**src/rtl/core_pipe_wb_pkg.sv**
```systemverilog
// Shared constants for the writeback stage: load size encodings and FSM states.
// Also provides the byte-offset-to-shift helper used by the load aligner.
package core_pipe_wb_pkg;

  localparam logic [1:0] LSU_B = 2'd0;
  localparam logic [1:0] LSU_H = 2'd1;
  localparam logic [1:0] LSU_W = 2'd2;
  localparam logic [1:0] LSU_D = 2'd3;

  typedef enum logic [1:0] {
    WB_EMPTY = 2'd0,
    WB_FULL  = 2'd1,
    WB_WAIT  = 2'd2
  } wb_state_e;

  function automatic logic [5:0] byte_shamt(input logic [2:0] boff);
    return {boff, 3'b000};
  endfunction

endpackage

```
**src/rtl/core_load_align.sv**
```systemverilog
// Combinational load formatter: shifts the raw doubleword down to the addressed
// byte, keeps the access width and sign- or zero-extends to XLEN.
module core_load_align
  import core_pipe_wb_pkg::*;
#(
  parameter int XLEN = 64
) (
  input  logic [XLEN-1:0] rdata_i,
  input  logic [2:0]      boff_i,
  input  logic [1:0]      size_i,
  input  logic            signed_i,
  output logic [XLEN-1:0] data_o
);

  logic [XLEN-1:0] shifted;

  always_comb begin
    shifted = rdata_i >> byte_shamt(boff_i);
    data_o  = shifted;
    case (size_i)
      LSU_B:   data_o = {{(XLEN-8){signed_i & shifted[7]}}, shifted[7:0]};
      LSU_H:   data_o = {{(XLEN-16){signed_i & shifted[15]}}, shifted[15:0]};
      LSU_W:   data_o = {{(XLEN-32){signed_i & shifted[31]}}, shifted[31:0]};
      default: data_o = shifted;
    endcase
  end

endmodule

```
**src/rtl/core_pipe_wb.sv**
```systemverilog
// Writeback stage: single-entry holding register that retires ALU results next
// cycle and loads on their memory response, driving the register file write port.
module core_pipe_wb
  import core_pipe_wb_pkg::*;
#(
  parameter int XLEN       = 64,
  parameter int REG_ADDR_R = 4
) (
  input  logic                  g_clk,
  input  logic                  g_rst,
  input  logic                  s3_valid,
  output logic                  s3_ready,
  input  logic [REG_ADDR_R:0]   s3_rd,
  input  logic [XLEN-1:0]       s3_wdata,
  input  logic                  s3_load,
  input  logic [1:0]            s3_size,
  input  logic                  s3_signed,
  input  logic [2:0]            s3_boff,
  input  logic                  dmem_rsp_valid,
  input  logic [XLEN-1:0]       dmem_rsp_rdata,
  input  logic                  dmem_rsp_error,
  output logic                  rd_wen,
  output logic [REG_ADDR_R:0]   rd_addr,
  output logic [XLEN-1:0]       rd_wdata,
  output logic                  wb_pend,
  output logic [REG_ADDR_R:0]   wb_pend_rd,
  output logic                  trap_load_err,
  output logic                  retire
);

  wb_state_e             state_q, state_d;
  logic [REG_ADDR_R:0]   rd_q, rd_d;
  logic [XLEN-1:0]       wdata_q, wdata_d;
  logic [1:0]            size_q, size_d;
  logic                  signed_q, signed_d;
  logic [2:0]            boff_q, boff_d;
  logic [XLEN-1:0]       load_data;
  logic                  accept;

  core_load_align #(.XLEN(XLEN)) u_align (
    .rdata_i  (dmem_rsp_rdata),
    .boff_i   (boff_q),
    .size_i   (size_q),
    .signed_i (signed_q),
    .data_o   (load_data)
  );

  // A pending load frees the stage in the same cycle its response arrives.
  assign s3_ready   = (state_q != WB_WAIT) || dmem_rsp_valid;
  assign accept     = s3_valid && s3_ready;
  assign wb_pend    = (state_q == WB_WAIT);
  assign wb_pend_rd = rd_q;
  assign rd_addr    = rd_q;

  always_comb begin
    state_d       = state_q;
    rd_d          = rd_q;
    wdata_d       = wdata_q;
    size_d        = size_q;
    signed_d      = signed_q;
    boff_d        = boff_q;
    rd_wen        = 1'b0;
    rd_wdata      = wdata_q;
    trap_load_err = 1'b0;
    retire        = 1'b0;

    case (state_q)
      WB_FULL: begin
        rd_wen  = (rd_q != '0);
        retire  = 1'b1;
        state_d = WB_EMPTY;
      end
      WB_WAIT: begin
        if (dmem_rsp_valid) begin
          retire  = 1'b1;
          state_d = WB_EMPTY;
          if (dmem_rsp_error) begin
            trap_load_err = 1'b1;
          end else begin
            rd_wen   = (rd_q != '0);
            rd_wdata = load_data;
          end
        end
      end
      default: state_d = WB_EMPTY;
    endcase

    if (accept) begin
      rd_d     = s3_rd;
      wdata_d  = s3_wdata;
      size_d   = s3_size;
      signed_d = s3_signed;
      boff_d   = s3_boff;
      state_d  = s3_load ? WB_WAIT : WB_FULL;
    end
  end

  always_ff @(posedge g_clk) begin
    if (g_rst) begin
      state_q  <= WB_EMPTY;
      rd_q     <= '0;
      wdata_q  <= '0;
      size_q   <= '0;
      signed_q <= 1'b0;
      boff_q   <= '0;
    end else begin
      state_q  <= state_d;
      rd_q     <= rd_d;
      wdata_q  <= wdata_d;
      size_q   <= size_d;
      signed_q <= signed_d;
      boff_q   <= boff_d;
    end
  end

  a_no_stray_rsp : assert property (@(posedge g_clk) disable iff (g_rst)
    !(dmem_rsp_valid && (state_q != WB_WAIT)))
    else $error("dmem response received with no load outstanding");

endmodule

```
**config.mk**
```make
export PLATFORM = sky130hd
export DESIGN_NAME = core_pipe_wb
export DESIGN_NICKNAME = d
export VERILOG_FILES = /design/src/rtl/core_pipe_wb_pkg.sv /design/src/rtl/core_load_align.sv /design/src/rtl/core_pipe_wb.sv
export SDC_FILE = /design/constraint.sdc
export NUM_CORES = 1
export LEC_CHECK = 0
export BUFFER_PORTS_ARGS = -buffer_cell sky130_fd_sc_hd__buf_2
export CELL_PAD_IN_SITES_DETAIL_PLACEMENT = 0
export CELL_PAD_IN_SITES_GLOBAL_PLACEMENT = 1
export CORE_MARGIN = 5
export CORE_UTILIZATION = 34
export CTS_CLUSTER_SIZE = 10
export DETAILED_ROUTE_END_ITERATION = 6
export HOLD_SLACK_MARGIN = 0.02
export PLACE_DENSITY_LB_ADDON = 0.1
export SLEW_MARGIN = 5
export SYNTH_ARGS = -nofsm -noshare
export SYNTH_HDL_FRONTEND = slang
export SYNTH_SLANG_ARGS = --single-unit
```
**constraint.sdc**
```tcl
create_clock -name g_clk -period 2.4 [get_ports g_clk]
set_input_delay 0.48 -clock g_clk [delete_from_list [all_inputs] [get_ports g_clk]]
set_output_delay 0.48 -clock g_clk [all_outputs]
set_load 0.005 [all_outputs]
```
# Word level (Yosys, flattened, before mapping)
# Cells that the tools add are included.
[classes]
n_bitwise = 3
n_reduce_logical = 4
shifts = 1
muxes = 16
eq_ne = 6
[op_table]
columns = ["operator", "n"]
rows = [
  ["two-way mux 64 bit", 3],
  ["one-hot mux 64 bit (3 select lines)", 1],
  ["right shift 64 x 6 -> 64 bit", 1],
  ["two-way mux 2 bit", 4],
  ["two-way mux 1 bit", 6],
  ["nonzero test 5 bit", 1],
  ["== test 2 x 1 -> 1 bit, second input constant", 2],
  ["== test 2 bit, second input constant", 2],
  ["one-hot mux 1 bit (2 select lines)", 2],
  ["AND 1 bit", 3],
  ["inequality test 3 x 2 -> 1 bit, second input constant", 1],
  ["zero test 2 bit", 1],
  ["inequality test 2 bit, second input constant", 1],
  ["logical AND 1 bit", 1],
  ["logical OR 1 bit", 1],
]
[word_totals]
out_inout_bits = 79
regBits = 77

# Longest topological paths before layout
[depth]
depth_word = 6
mapped_depth = 9
depth_no_buf = 7

# Modules after synthesis
# A second synthesis with hierarchy kept.
[unflattened]
cells_unflattened = 702
hier_area_um2 = 6292.3
[by_module_without_submodules]
columns = ["module", "n_inst", "seq_area_each_um2", "area_per_inst_um2", "cells_per_inst"]
rows = [
  ["core_pipe_wb", 1, 1541.5, 4020.1, 441],
  ["core_load_align", 1, 0.0, 2272.2, 261],
]

# Worst setup path before layout
# No wires, ideal clock.
[synth_path]
path_kind = "reg-to-output"
from = "reg boff_q[1]"
to = "out rd_wdata[24]"
t_required_ns = 1.920
path_slack_ns = 0.166
stages_incl_launch_ff = 7
path_buffers = 2
t_arrival_ns = 1.754
cell_sequence = "dfxtp_1 -> buf_4 -> mux2_2 -> o22ai_1 -> nor4_4 -> buf_4 -> o32a_1"
[synth_via]
elab_chain_len = 6
[synth_rtl]
columns = ["element", "line", "rtl"]
rows = [
  ["start: declaration", "core_pipe_wb.sv:36", "logic [2:0] boff_q, boff_d;"],
  ["start signal: assignment", "core_pipe_wb.sv:112", "boff_q <= boff_d;"],
  ["right shift 64 x 6 -> 64 bit (*)", "core_load_align.sv:18", "shifted = rdata_i >> byte_shamt(boff_i);"],
  ["AND 1 bit (on tied branches)", "core_load_align.sv:22, core_load_align.sv:21", ""],
  ["one-hot mux 64 bit (3 select lines) (*)", "core_load_align.sv:20", "case (size_i)"],
  ["two-way mux 64 bit (*)", "core_pipe_wb.sv:77", "if (dmem_rsp_error) begin"],
  ["two-way mux 64 bit (*)", "core_pipe_wb.sv:74", "if (dmem_rsp_valid) begin"],
  ["two-way mux 64 bit (*)", "core_pipe_wb.sv:67", "case (state_q)"],
  ["end: declaration", "core_pipe_wb.sv:24", "output logic [XLEN-1:0] rd_wdata,"],
]
# Every way passes the cells marked *; elsewhere a longest branch is shown, timed or not.

# Worst setup path in the final report
[layout_path]
from = "reg boff_q[1]"
to = "out rd_wdata[39]"
[layout_via]
elab_chain_len = 6
[layout_rtl]
columns = ["element", "line"]
rows = [
  ["right shift 64 x 6 -> 64 bit (*)", "core_load_align.sv:18"],
  ["AND 1 bit (on tied branches)", "core_load_align.sv:23, core_load_align.sv:21, core_load_align.sv:22"],
  ["one-hot mux 64 bit (3 select lines) (*)", "core_load_align.sv:20"],
  ["two-way mux 64 bit (*)", "core_pipe_wb.sv:77"],
  ["two-way mux 64 bit (*)", "core_pipe_wb.sv:74"],
  ["two-way mux 64 bit (*)", "core_pipe_wb.sv:67"],
]
# Marks and branches as above.

==> flow_metrics.env <==
export IMPL_relSlewSlack_pct=52.2
export IMPL_hold_class="in2reg"
export IMPL_core_mm2=0.0153
export IMPL_clk_latency_ns=0.35
export IMPL_synth_seq_cells=77
export IMPL_skew_ns=0.00956
export IMPL_postLayoutCellArea_mm2=0.00770
export IMPL_netlist_area_leader_share_pct=29.0
export IMPL_grt_pass1_wl_mm=34.4
export IMPL_fin_crit_ns=2.79
export IMPL_powerDensity_mw_per_mm2=503
export IMPL_layout_commonest_cell="buf_2"
export IMPL_drive_above_1_share_pct=40.6
export IMPL_cts_buffers=9
export IMPL_yosysTopAreaCell="dfxtp_1"
export IMPL_io_buffers=223
export IMPL_synth_cell_types=43
export IMPL_setup_violations=61
export IMPL_clkSinkCount=77
export IMPL_syn_avg_cell_area_um2=7.22
export IMPL_antenna_found_initial=0
export IMPL_drcViolationCount=0
export IMPL_final_cell_mix="buf_2, nand2_1, a21oi_1"
export IMPL_whs_path_depth=3
export IMPL_dieArea_mm2=0.0183
export IMPL_violations="negative setup slack"
export IMPL_place_area_mm2=0.00686
export IMPL_fin_crit_sh_pct=116
export IMPL_cpPeakStageDelay_ns=0.39
export IMPL_max_cap_violations=0
export IMPL_dpl_cell_count=1152
export IMPL_syn2layout_area_growth_pct=44.7
export IMPL_ys_seq_area_share_pct=29.0
export IMPL_synthesis_area_mm2=0.00532
export IMPL_top_layer_used="met4"
export IMPL_rsz0062_at_grt="true"
export IMPL_irDropWorstVdd_uv=317
export IMPL_yosysWarningCount=0
export IMPL_wl_met3_mm=1.89
export IMPL_fillers=1541
export IMPL_clock_root_buffer="clkbuf_16"
export IMPL_min_delay_worst_endpoint="boff_q[0]"
export IMPL_worst_slew_pin_slew_ns=0.716
export IMPL_synth_area_top_cells="dfxtp_1, a21oi_1, nand2_1, mux4_2, mux2i_1"
export IMPL_grt_max_degree=78
export IMPL_cts_htree_levels=3
export IMPL_slew_violations=0
export IMPL_routed_via_density=5.31
export IMPL_fin_setup_tns_ns=-20.11
export IMPL_ys_flop_type="dfxtp_1"
export IMPL_routed_wl_mm=23.3
export IMPL_start_util_pct=34.9
export IMPL_place_ws_ns=-0.115
export IMPL_arrival_ns=2.31
export IMPL_hp_start="s3_boff[0]"
export IMPL_gr_total_overflow=0
export IMPL_r2r_start="state_q[0]"
export IMPL_multi_input_area_mm2=0.00364
export IMPL_status="finished with violations"
export IMPL_grt_pass1_vias=6114
export IMPL_tritoncts="done"
export IMPL_max_freq_mhz=358
export IMPL_fin_cells=1192
export IMPL_startpoint="boff_q[1]"
export IMPL_leakage_nw=3.36
export IMPL_post_drt_wl_per_cell_um=19.6
export IMPL_first_pass_iters=4
export IMPL_die_width_um=135
export IMPL_critical_path_required_ns=1.92
export IMPL_async_flop_share_pct=0
export IMPL_vias=6325
export IMPL_hold_ws_ns=0.356
export IMPL_rows=45
export IMPL_timing_reg2reg_setup_slack_ns=0.47
export IMPL_cp_end_kind="output port"
export IMPL_finalPower_mw=3.87
export IMPL_grtUsageTotal_pct=24.2
export IMPL_r2r_end="size_q[1]"
export IMPL_r2r_cells=9
export IMPL_route_met2_wl_mm=10.7
export IMPL_ant_nets=0
export IMPL_fin_util_pct=50.5
export IMPL_hold_buffers=0
export IMPL_seq_area_mm2=0.00155
export IMPL_ios=224
export IMPL_crit_slowest_cell="dfxtp_4"
export IMPL_synth_enable_flop_cells=0
export IMPL_critical_path_peak_fanout=8
export IMPL_wl_met1_mm=10.1
export IMPL_syn_instance_count=737
export IMPL_start_kind="flop"
export IMPL_cpMostUsedCell="buf_4"
export IMPL_crit_type="reg2out"
export IMPL_die_height_um=135
export IMPL_synth_nets=884
export IMPL_crit_chain="buf_4 > a2111oi_2 > buf_4 > nor4_4 > buf_4 > nor3_4 > buf_12 > buf_8 > a31oi_1 > buf_2"
export IMPL_hpwl_mm=17.2
export IMPL_final_hold_violation_count=0
export IMPL_setup_ws_ns=-0.394
export IMPL_finalNetCount=1121
export IMPL_clkTransAtPathRegs_ns=0.07
export IMPL_gp_congestion=0.976
export IMPL_clockBufferDepth=2
export IMPL_drt_initial_drc_count=383
==> final cells by class <==
cell class                 instances  area share (%)
antenna                            2          0.0650
timing repair buffer             296            24.9
clock buffer                      12            3.46
sequential                        77            20.1
inverter                           8           0.390
tap                              211            3.43
multi-input combinational        582            47.3
clock inverter                     4           0.374
==> synth_stat cells, drive strengths merged (10+ instances only) <==
cell / number
nor2b: 10
nand2: 182
mux4: 14
nor2: 72
a211oi: 15
buf: 29
a21oi: 163
dfxtp: 77
a31oi: 17
clkbuf: 41
mux2i: 29
mux2: 19
==> cells by family (layout without fill, tap and decap cells) <==
family                     Yosys count  count (layout)  share of synthesized area (%)
AOI/OAI and AO/OA                  232             232                           25.5
adders and majority gates            2               2                          0.470
buffers and inverters               78             320                           6.98
DFF                                 77              77                           29.0
muxes                               62              62                           15.5
other                                0               2                              0
and+or+nand+nor                    286             286                           22.6
==> critical path: cells and delay by family (launching register included) <==
kind / cells / cell delay, ns
AOI/OAI and AO/OA: 2 / 0.42
buffers and inverters: 6 / 0.95
DFF: 1 / 0.39
and+or+nand+nor: 2 / 0.19
==> what timing repair did <==
item | CTS | global route
gates cloned | 3 | 3
setup endpoints to repair | 64 | 64
resized for setup | 40 | 37
buffers inserted | 9 | 9
endpoints found under the hold margin | 0 | 0
pin swaps | 10 | 18
==> power breakdown <==
| group | internal [mW] | switching (mW) | leakage (nW) |
|---|---|---|---|
| clock | 0.788 | 0.587 | 0.141 |
| sequential | 1.35 | 0.0522 | 0.637 |
| combinational | 0.516 | 0.577 | 2.58 |
==> worst max-delay path by stage <==
stage	end	slack [ns]	depth (start not counted)
global route	rd_wdata[39]	-0.44	10
finish	rd_wdata[39]	-0.39	10
detailed placement	rd_wdata[14]	-0.12	9
CTS	rd_wdata[39]	-0.37	9
global placement	rd_wdata[51]	-0.06	8
floorplan	rd_wdata[24]	0.17	6
==> sequential cells by signal (all words and copies together), names as in the netlist <==
register,cells
boff_q,3
rd_addr,5
state_q,2
wdata_q,64
signed_q,1
size_q,2
==> layer usage <==
layer	track usage, %	up-vias
li1	-	3070
met1	32.6	2945
met2	38.2	277
met3	5.70	33
met4	8.01	0
met5	0	-
(Power assumes the default switching activity.)
